$ cat config.mk
export PLATFORM = sky130hd
export DESIGN_NAME = mpd_pkt_ctrl
export DESIGN_NICKNAME = d
export VERILOG_FILES = /design/src/rtl/mpd_pkt_ctrl.sv
export SDC_FILE = /design/constraint.sdc
export NUM_CORES = 1
export LEC_CHECK = 0
export ABC_CLOCK_PERIOD_IN_PS = 7000
export CAP_MARGIN = 20
export CORE_MARGIN = 10
export CORE_UTILIZATION = 50
export DETAILED_ROUTE_END_ITERATION = 8
export PLACE_DENSITY_LB_ADDON = 0.05
export SYNTH_ARGS = -nofsm -noshare
export SYNTH_HDL_FRONTEND = slang
export SYNTH_SLANG_ARGS = --single-unit
export TNS_END_PERCENT = 10
$ cat constraint.sdc
create_clock -name clk -period 7 [get_ports clk]
set_clock_uncertainty 0.15 [all_clocks]
set_input_delay 0.7 -clock clk [delete_from_list [all_inputs] [get_ports clk]]
set_output_delay 0.7 -clock clk [all_outputs]
set_load 0.05 [all_outputs]
$ cat src/rtl/mpd_pkt_ctrl.sv
// mpd_pkt_ctrl: drains one packet into a PRT slot, asks the bloom filter
// for a verdict, then streams the packet out or drops it and frees the slot.
// Ports: in_* input stream, out_* output stream (out_data registered),
// bf_* bloom query/verdict, EN_/RDY_ PRT methods, stat_* saturating counts.
module mpd_pkt_ctrl #(
  parameter int DATA_WIDTH      = 32,
  parameter int NUM_SLOTS       = 16,
  parameter int MAX_PKT_WORDS   = 64,
  parameter int VERDICT_TIMEOUT = 256,
  parameter int STAT_W          = 32,
  localparam int SLOT_W = $clog2(NUM_SLOTS),
  localparam int CNT_W  = $clog2(MAX_PKT_WORDS + 1)
) (
  input  logic                  clk,
  input  logic                  rst_n,
  input  logic                  in_valid,
  output logic                  in_ready,
  input  logic                  in_last,
  input  logic [DATA_WIDTH-1:0] in_data,
  output logic                  out_valid,
  input  logic                  out_ready,
  output logic                  out_last,
  output logic [DATA_WIDTH-1:0] out_data,
  input  logic                  cfg_bypass,
  output logic                  bf_enable,
  output logic [31:0]           bf_src_ip,
  output logic [31:0]           bf_dest_ip,
  output logic [15:0]           bf_tag,
  input  logic                  bf_busy,
  input  logic                  bf_output_valid,
  input  logic                  bf_safe,
  input  logic [15:0]           bf_out_tag,
  output logic                  EN_start_writing_prt_entry,
  input  logic                  RDY_start_writing_prt_entry,
  input  logic [SLOT_W-1:0]     start_writing_prt_entry,
  output logic                  EN_write_prt_entry,
  input  logic                  RDY_write_prt_entry,
  output logic [DATA_WIDTH-1:0] write_prt_entry_data,
  output logic                  EN_finish_writing_prt_entry,
  input  logic                  RDY_finish_writing_prt_entry,
  output logic                  EN_invalidate_prt_entry,
  input  logic                  RDY_invalidate_prt_entry,
  output logic [SLOT_W-1:0]     invalidate_prt_entry_slot,
  output logic                  EN_start_reading_prt_entry,
  input  logic                  RDY_start_reading_prt_entry,
  output logic [SLOT_W-1:0]     start_reading_prt_entry_slot,
  output logic                  EN_read_prt_entry,
  input  logic                  RDY_read_prt_entry,
  input  logic [DATA_WIDTH-1:0] read_prt_entry,
  input  logic                  is_prt_slot_free,
  input  logic                  RDY_is_prt_slot_free,
  output logic [STAT_W-1:0]     stat_pass,
  output logic [STAT_W-1:0]     stat_drop,
  output logic [STAT_W-1:0]     stat_timeout,
  output logic                  err_tag_mismatch
);

  localparam int TMR_W = $clog2(VERDICT_TIMEOUT + 1);

  typedef enum logic [3:0] {
    S_IDLE, S_ALLOC, S_WRITE, S_FINISH, S_QUERY,
    S_WAIT, S_RSTART, S_RDATA, S_INVAL
  } state_t;

  state_t            st;
  logic [SLOT_W-1:0] slot;
  logic [CNT_W-1:0]  wcnt;
  logic [CNT_W-1:0]  wcnt_nxt;
  logic [CNT_W-1:0]  rcnt;
  logic [TMR_W-1:0]  tmr;
  logic              runt;
  logic              over;
  logic              pass;
  logic              tmo;
  logic              wfull;
  logic              acc;
  logic              tag_hit;
  logic              out_take;

  assign wfull    = (wcnt == CNT_W'(MAX_PKT_WORDS));
  assign wcnt_nxt = wfull ? wcnt : wcnt + CNT_W'(1);
  assign in_ready = (st == S_WRITE) &
                    (wfull | RDY_write_prt_entry);
  assign acc      = in_valid & in_ready;
  assign out_take = out_valid & out_ready;
  assign bf_tag   = 16'(slot);
  assign tag_hit  = (bf_out_tag == bf_tag);

  assign EN_start_writing_prt_entry =
    (st == S_ALLOC) & RDY_start_writing_prt_entry &
    RDY_is_prt_slot_free & is_prt_slot_free;
  assign EN_write_prt_entry   = acc & !wfull;
  assign write_prt_entry_data = in_data;
  assign EN_finish_writing_prt_entry =
    (st == S_FINISH) & RDY_finish_writing_prt_entry;
  assign bf_enable = (st == S_QUERY) & !bf_busy;
  assign EN_start_reading_prt_entry =
    (st == S_RSTART) & RDY_start_reading_prt_entry;
  assign start_reading_prt_entry_slot = slot;
  // Refill the output register only when it is empty or being drained.
  assign EN_read_prt_entry =
    (st == S_RDATA) & RDY_read_prt_entry &
    (rcnt != '0) & (!out_valid | out_ready);
  assign EN_invalidate_prt_entry =
    (st == S_INVAL) & RDY_invalidate_prt_entry;
  assign invalidate_prt_entry_slot = slot;
  assign err_tag_mismatch =
    (st == S_WAIT) & bf_output_valid & !tag_hit;

  always_ff @(posedge clk or negedge rst_n) begin
    if (!rst_n) begin
      st           <= S_IDLE;
      slot         <= '0;
      wcnt         <= '0;
      rcnt         <= '0;
      tmr          <= '0;
      runt         <= 1'b0;
      over         <= 1'b0;
      pass         <= 1'b0;
      tmo          <= 1'b0;
      bf_src_ip    <= '0;
      bf_dest_ip   <= '0;
      out_valid    <= 1'b0;
      out_last     <= 1'b0;
      out_data     <= '0;
      stat_pass    <= '0;
      stat_drop    <= '0;
      stat_timeout <= '0;
    end else begin
      unique case (st)
        S_IDLE: if (in_valid) st <= S_ALLOC;
        S_ALLOC: if (EN_start_writing_prt_entry) begin
          slot <= start_writing_prt_entry;
          wcnt <= '0;
          runt <= 1'b0;
          over <= 1'b0;
          st   <= S_WRITE;
        end
        S_WRITE: if (acc) begin
          wcnt <= wcnt_nxt;
          if (wfull) over <= 1'b1;
          if (!wfull && wcnt == CNT_W'(0))
            bf_src_ip <= in_data[31:0];
          if (!wfull && wcnt == CNT_W'(1))
            bf_dest_ip <= in_data[31:0];
          // Runt means the IP pair was never completely stored.
          if (in_last) begin
            runt <= (wcnt_nxt < CNT_W'(2));
            st   <= S_FINISH;
          end
        end
        S_FINISH: if (EN_finish_writing_prt_entry) begin
          pass <= 1'b0;
          tmo  <= 1'b0;
          if (runt | over)     st <= S_INVAL;
          else if (cfg_bypass) st <= S_RSTART;
          else                 st <= S_QUERY;
        end
        S_QUERY: if (bf_enable) begin
          tmr <= '0;
          st  <= S_WAIT;
        end
        S_WAIT: begin
          tmr <= tmr + TMR_W'(1);
          if (bf_output_valid & tag_hit)
            st <= bf_safe ? S_RSTART : S_INVAL;
          else if (tmr == TMR_W'(VERDICT_TIMEOUT - 1)) begin
            tmo <= 1'b1;
            st  <= S_INVAL;
          end
        end
        S_RSTART: if (EN_start_reading_prt_entry) begin
          rcnt <= wcnt;
          st   <= S_RDATA;
        end
        S_RDATA: begin
          if (EN_read_prt_entry) begin
            out_data  <= read_prt_entry;
            out_valid <= 1'b1;
            out_last  <= (rcnt == CNT_W'(1));
            rcnt      <= rcnt - CNT_W'(1);
          end else if (out_take) begin
            out_valid <= 1'b0;
            out_last  <= 1'b0;
          end
          if (out_take & out_last) begin
            pass <= 1'b1;
            st   <= S_INVAL;
          end
        end
        S_INVAL: if (EN_invalidate_prt_entry) begin
          if (pass) begin
            if (stat_pass != '1)
              stat_pass <= stat_pass + STAT_W'(1);
          end else if (stat_drop != '1) begin
            stat_drop <= stat_drop + STAT_W'(1);
          end
          if (tmo && stat_timeout != '1)
            stat_timeout <= stat_timeout + STAT_W'(1);
          st <= S_IDLE;
        end
        default: st <= S_IDLE;
      endcase
    end
  end

endmodule

==> metrics, run 1 <==
Via density 5.42; smallest hold slack 87.8 ps; vias in the first global route 8634; syn_area_per_cell 11.4 um2; CP peak stage delay 960 ps; initial antenna violation count 0; period utilization 62.2%; dpl hpwl 23000 um; first-pass GRT wire length 48000 um; main combinational cell family by area after synthesis simple AND/OR/NAND/NOR gates; Cells after Synth 975; Clock Latency Late Sink 520 ps; # hold bufs at CTS 0; pwr/cell area 380 nW/um2; Global Route Usage Sum 20.2%; clock root cell clkbuf_16; commonest non-fill, non-tap cells in the layout 346 x clkdlybuf4s50_1, 229 x dfrtp_1, 105 x mux2_2; post-synthesis mux area share 11.2%; CTS Sinks 229; Slew HR 36.7%; global route overflow 0; post-layout min period 4350 ps; # diodes 0; CTS buffer count 26; sequential area share after synthesis 51.5%; number of cells on the critical path 3; Post-synth EDFFs 0; post-synthesis simple-gate area fraction 16.8%; crit-path max FO 36; worst path bufs/invs 1; family with the most delay on the worst path simple AND/OR/NAND/NOR gates; Slowest-stage cell, CP clkdlybuf4s50_1; Fillers 1631; commonest non-fill, non-tap cell in the layout clkdlybuf4s50_1; Distinct cells, synth 66; r2r endpoint wcnt[5]$_DFFE_PN0P_; RSZ-0062 raised after global routing no; status finished, final reports clean; worst reg2reg path depth 5; share of cells above drive strength 1 13.7%; DIE WIDTH 169 um; Initial Util 51.0%; CP startpoint st[0]$_DFFE_PN0P_; worst reg2reg path startpoint st[0]$_DFFE_PN0P_; number of routed nets with antenna violations 0; leakage 6.64 nW; Setup crit end kind primary output; Synth Flop Type dfrtp_1; Final setup viols 0; Post-CTS Resized 0; setup bufs post-CTS 0; MaxCap Viol Count 0; area of the core 21800 um2; row count 54; Final Net Count 1392; CTS tree built; VDD IR max 0.307 mV; xor/xnor cell area share of the yosys netlist 7.32%; CTS max path bufs 3; Syn. warnings 0; setup_tns 0 ps; DR WL/cell 19.3 um; Required @ worst endpoint 6150 ps; final hold vios 0; Critical Path End EN_read_prt_entry; io pins 360; critical path type register to primary output; Final Slew Violations 0; DRC 0; Startpoint Class register; vias 8562; flop2flop setup slack 3880 ps; Area Growth Syn to Fin 38.5%; worst-margin pin slew 943 ps; Initial DRC Count 444; DRT Pass-1 Iters 5; die height 169 um; Synth Area in Adders 1.24%; number of synthesized register bits 229; async set-or-reset flop fraction in the synthesized netlist 100%; H-Tree Depth 1; die area 28600 um2; Compound-Gate Fraction of Synth Area 6.23%; highest clock rate 230 MHz; IO Port Bufs 347; GP Congestion 0.846; largest net degree at the start of global routing 107; critical path cell sequence and4b_1 > and4_2 > clkdlybuf4s50_1; drt total wl 30500 um; post-synthesis instance area 11100 um2; Hold Path Class input port to async pin; Worst-path clk slew 60 ps; Worst EP arrival 3500 ps
-- state kept, by name (all words and copies together), names as in the netlist --
register and cells:
wcnt 7, bf_dest_ip 32, out_data 32, stat_pass 32, over 1, stat_drop 32, tmo 1, runt 1
out_valid 1, out_last 1, stat_timeout 32, pass 1, invalidate_prt_entry_slot 4, tmr 9, bf_src_ip 32, st 4
rcnt 7
-- cell usage after synthesis (2+ instances only) --
cell type	number	area [um2]
dfrtp_1	229	5730
mux2_2	105	1180
nand3_1	56	280
buf_4	53	398
xnor2_1	52	455
nand2_1	51	191
nor2_1	43	161
xor2_1	41	359
o21ai_0	33	165
nor3_1	32	160
nand4_1	27	169
and3_1	21	131
inv_1	19	71.3
and4_1	18	158
a21oi_1	17	85.1
clkbuf_1	15	56.3
nor4_1	13	81.3
a31oi_1	11	68.8
ha_1	11	138
and2_1	9	56.3
buf_2	9	45.0
nor2b_1	8	50.1
buf_1	7	26.3
o211ai_1	6	45.0
o31ai_1	6	45.0
o2111ai_1	5	43.8
a21o_1	4	30.0
mux2i_1	4	40.0
nand2b_1	4	25.0
nor3b_1	4	30.0
nor4_2	4	50.1
nor4b_1	4	35.0
a211o_1	3	26.3
a22oi_1	3	22.5
buf_6	3	33.8
nand3b_1	3	22.5
nor4_4	3	63.8
nor4bb_1	3	30.0
or2_2	3	18.8
a211oi_1	2	15.0
nand4b_1	2	17.5
nor4b_2	2	30.0
o41ai_1	2	17.5
or4_1	2	15.0
or4b_2	2	20.0
-- where the power goes --
| part | total (W) | switching [W] | internal (W) | leakage (nW) |
|---|---|---|---|---|
| logic | 0.00251 | 0.00161 | 0.000905 | 3.18 |
| registers | 0.00189 | 0.000249 | 0.00165 | 3.02 |
| clock network | 0.00144 | 0.000530 | 0.000913 | 0.446 |
| total | 0.00585 | 0.00239 | 0.00346 | 6.64 |
-- how the worst min path moves through the flow --
stage	startpoint	to	slack, ps	cells past startpoint
floorplan	rst_n	bf_dest_ip[0]$_DFFE_PN0P_	250	0
global placement	tmr[5]$_DFFE_PN0P_	tmr[5]$_DFFE_PN0P_	320	1
detailed placement	tmr[5]$_DFFE_PN0P_	tmr[5]$_DFFE_PN0P_	330	1
CTS	rst_n	stat_timeout[19]$_DFFE_PN0P_	120	1
global route	rst_n	stat_timeout[19]$_DFFE_PN0P_	150	1
finish	rst_n	stat_timeout[19]$_DFFE_PN0P_	90	1
-- logic make-up (layout without fill, tap and decap cells) --
group,Yosys count,after routing
simple gates,321,321
flops,229,229
mux,111,111
buf+inv,106,420
compound gates,103,103
xor+xnor,93,93
fa+ha+maj,11,11
other cells,1,12
-- worst register-to-register path, delay by kind of cell, from the launching register on --
kind | cells | cell delay (ps)
compound gates | 2 | 490
simple gates | 3 | 1650
flops | 1 | 710
-- metal layers --
layer | wire (um) | track usage, % | up-vias
li1 | - | - | 4086
met5 | 0 | 0 | -
met3 | 2460 | 6.16 | 27
met1 | 12600 | 25.7 | 4197
met4 | 413 | 3.94 | 0
met2 | 15000 | 33.6 | 252
-- layout make-up --
cell class / count / area [um2] / area share, %
Timing Repair Buffer: 353 / 3520 / 22.9
Inverter: 19 / 71.3 / 0.463
Clock buffer: 36 / 729 / 4.74
Multi-Input combinational cell: 651 / 4800 / 31.2
Clock inverter: 12 / 194 / 1.26
Sequential cell: 229 / 5730 / 37.2
Tap cell: 280 / 350 / 2.27
-- through the flow --
| step | cell area, um2 | util, % | worst slack [ps] | power [W] | cells |
|---|---|---|---|---|---|
| floorplan | 11200 | - | 4030 | 0.00359 | 986 |
| global placement | 14500 | 66.3 | 2980 | 0.00441 | 1531 |
| detailed placement | 14500 | 66.3 | 2960 | 0.00445 | 1531 |
| CTS | 15400 | 70.5 | 2600 | 0.00592 | 1579 |
| global route | 15400 | 70.6 | 2430 | 0.00612 | 1580 |
| finish | 15400 | 70.6 | 2650 | 0.00585 | 1580 |
Note: power is estimated with default switching activity, not from simulation.
==> run 2, diff against run 1 <==
ABC_CLOCK_PERIOD_IN_PS = 3900   (was 7000)
CORE_UTILIZATION = 42   (was 50)
clock period = 3.9 ns   (was 7 ns; I/O delays follow)
==> run 2 against run 1 <==
Effect of this change:
- utilization down 11 points
- largest cell class unchanged
- critical path type unchanged
- design area increased by 0.74%
- global-route usage is 2.3 points lower
==> metrics, run 2 (synthesis gave the netlist of run 1 again) <==
flop2flop setup slack 910 ps (-2970 ps); io pins 360 (unchanged); Post-DP Area 14600 um2 (+0.99%); r2r endpoint wcnt[5]$_DFFE_PN0P_; Final setup viols 0 (unchanged); Via density 5.22 (-3.6%); Worst Setup Slack, final 303 ps (-2340 ps); commonest non-fill, non-tap cell in the layout clkdlybuf4s50_1; critical path cell sequence nor4b_1 > and4_1 > clkdlybuf4s50_1; Fillers 2207 (+35%); setup_tns 0 ps (unchanged); pwr/cell area 670 nW/um2 (+77%); dpl hpwl 23400 um (+1.8%); CTS tree built; GP Congestion 0.818 (-3.3%); status finished, final reports clean; min-delay src start_writing_prt_entry[2]; Area Growth Syn to Fin 39.5%; Setup crit end kind primary output; worst path bufs/invs 1 (unchanged); DRC 0 (unchanged); Slowest-stage cell, CP clkdlybuf4s50_1; # hold bufs at CTS 1 (+1); crit-path max FO 21 (-42%); H-Tree Depth 1 (unchanged); row count 59 (+9.3%); first-pass GRT wire length 49500 um (+3.3%); Hold Path Class input port to register; dpl ws 845 ps (-2110 ps); clock root cell clkbuf_16; family with the most delay on the worst path simple AND/OR/NAND/NOR gates; DRT Pass-1 Iters 4 (-1); WHS Path Cells 2; Final Slew Violations 0 (unchanged); Hold Path End invalidate_prt_entry_slot[2]$_DFFE_PN0P_; DIE WIDTH 183 um (+8.0%); Startpoint Class register; initial antenna violation count 3 (+3); CP peak stage delay 860 ps (-100 ps); largest net degree at the start of global routing 119 (+11%); die height 183 um (+8.0%); IO Port Bufs 347 (unchanged); leakage 6.68 nW (+0.61%); worst-margin pin slew 1010 ps (+64.0 ps); worst reg2reg path startpoint st[0]$_DFFE_PN0P_; vias 8579 (+0.20%); Initial DRC Count 490 (+10%); number of routed nets with antenna violations 0 (unchanged); VDD IR max 0.620 mV (+100%); Global Route Usage Sum 18.0% (-2.3 points); Worst EP arrival 3060 ps (-440 ps); Worst-path clk slew 60 ps (about the same); highest clock rate 278 MHz; Slew HR 32.0% (-4.7 points); drt total wl 31200 um (+2.5%); MaxCap Viol Count 0 (unchanged); die area 33400 um2 (+17%); post-layout min period 3600 ps; worst reg2reg path depth 6 (+1); share of cells above drive strength 1 14.3% (+0.63 points); design area 15500 um2 (+0.74%); Required @ worst endpoint 3360 ps (-2790 ps); vias in the first global route 8715 (+0.94%); Clock Latency Late Sink 530 ps (about the same); final hold vios 0 (unchanged); setup bufs post-CTS 0 (unchanged); area of the core 26100 um2 (+19%); commonest non-fill, non-tap cells in the layout 345 x clkdlybuf4s50_1, 229 x dfrtp_1, 105 x mux2_2; Initial Util 42.7% (-8.3 points); RSZ-0062 raised after global routing no; DR WL/cell 19.0 um (-1.4%); CTS buffer count 26 (unchanged); Final Net Count 1399 (+0.50%); critical path type register to primary output; Post-CTS Resized 0 (unchanged); CTS max path bufs 3 (unchanged); period utilization 92.2%; CTS Sinks 229 (unchanged); global route overflow 0 (unchanged)
run 2: cell count changes in the layout (fill, tap and decap cells not counted), moves of 2 or more:
cell       before  now
buf_12          0    2
buf_4           5   11
bufinv_16       5    1
clkbuf_1        7    3
clkbuf_8        2   10
diode_2         0    2
run 2: per-stage QoR:
step,util (%),cells,power (W),hold slack (ps)
2_1_floorplan,-,986,0.00644,-55.6
3_3_place_gp,56.1,1593,0.00797,321
3_5_place_dp,56.1,1593,0.00801,329
4_1_cts,59.5,1641,0.0105,298
5_1_grt,59.5,1641,0.0109,321
6_report,59.5,1643,0.0104,318
run 2: cell type report:
cell class | instances | area, um2 | area share (%)
Clock buffer | 40 | 825 | 5.31
Clock inverter | 7 | 62.6 | 0.403
Antenna cell | 2 | 5.00 | 0.0323
Multi-Input combinational cell | 651 | 4800 | 31.0
Inverter | 19 | 71.3 | 0.460
Sequential cell | 229 | 5730 | 36.9
Timing Repair Buffer | 360 | 3600 | 23.2
Tap cell | 335 | 419 | 2.70
run 2: report_power, final:
group,leakage [nW],switching [W],internal [W]
combinational,3.22,0.00288,0.00164
sequential,3.02,0.000451,0.00295
clock,0.442,0.000968,0.00151
total,6.68,0.00430,0.00611
run 2: worst max-delay path by stage:
stage,from,endpoint,slack [ps],cells past startpoint
6_report,st[0]$_DFFE_PN0P_,EN_start_writing_prt_entry,300,3
5_1_grt,st[0]$_DFFE_PN0P_,EN_start_writing_prt_entry,130,3
4_1_cts,st[0]$_DFFE_PN0P_,EN_start_writing_prt_entry,270,3
3_5_place_dp,st[0]$_DFFE_PN0P_,EN_finish_writing_prt_entry,850,4
3_3_place_gp,st[0]$_DFFE_PN0P_,EN_finish_writing_prt_entry,920,4
2_1_floorplan,st[2]$_DFFE_PN0P_,err_tag_mismatch,1240,6
run 2: layer usage:
layer | share of wire [%] | wire length [um] | GRT usage (%)
met1 | 43 | 13500 | 22.9
met3 | 8.6 | 2680 | 6.28
met4 | 1.6 | 493 | 3.51
met2 | 47 | 14600 | 29.1
met5 | 0.022 | 7 | 0
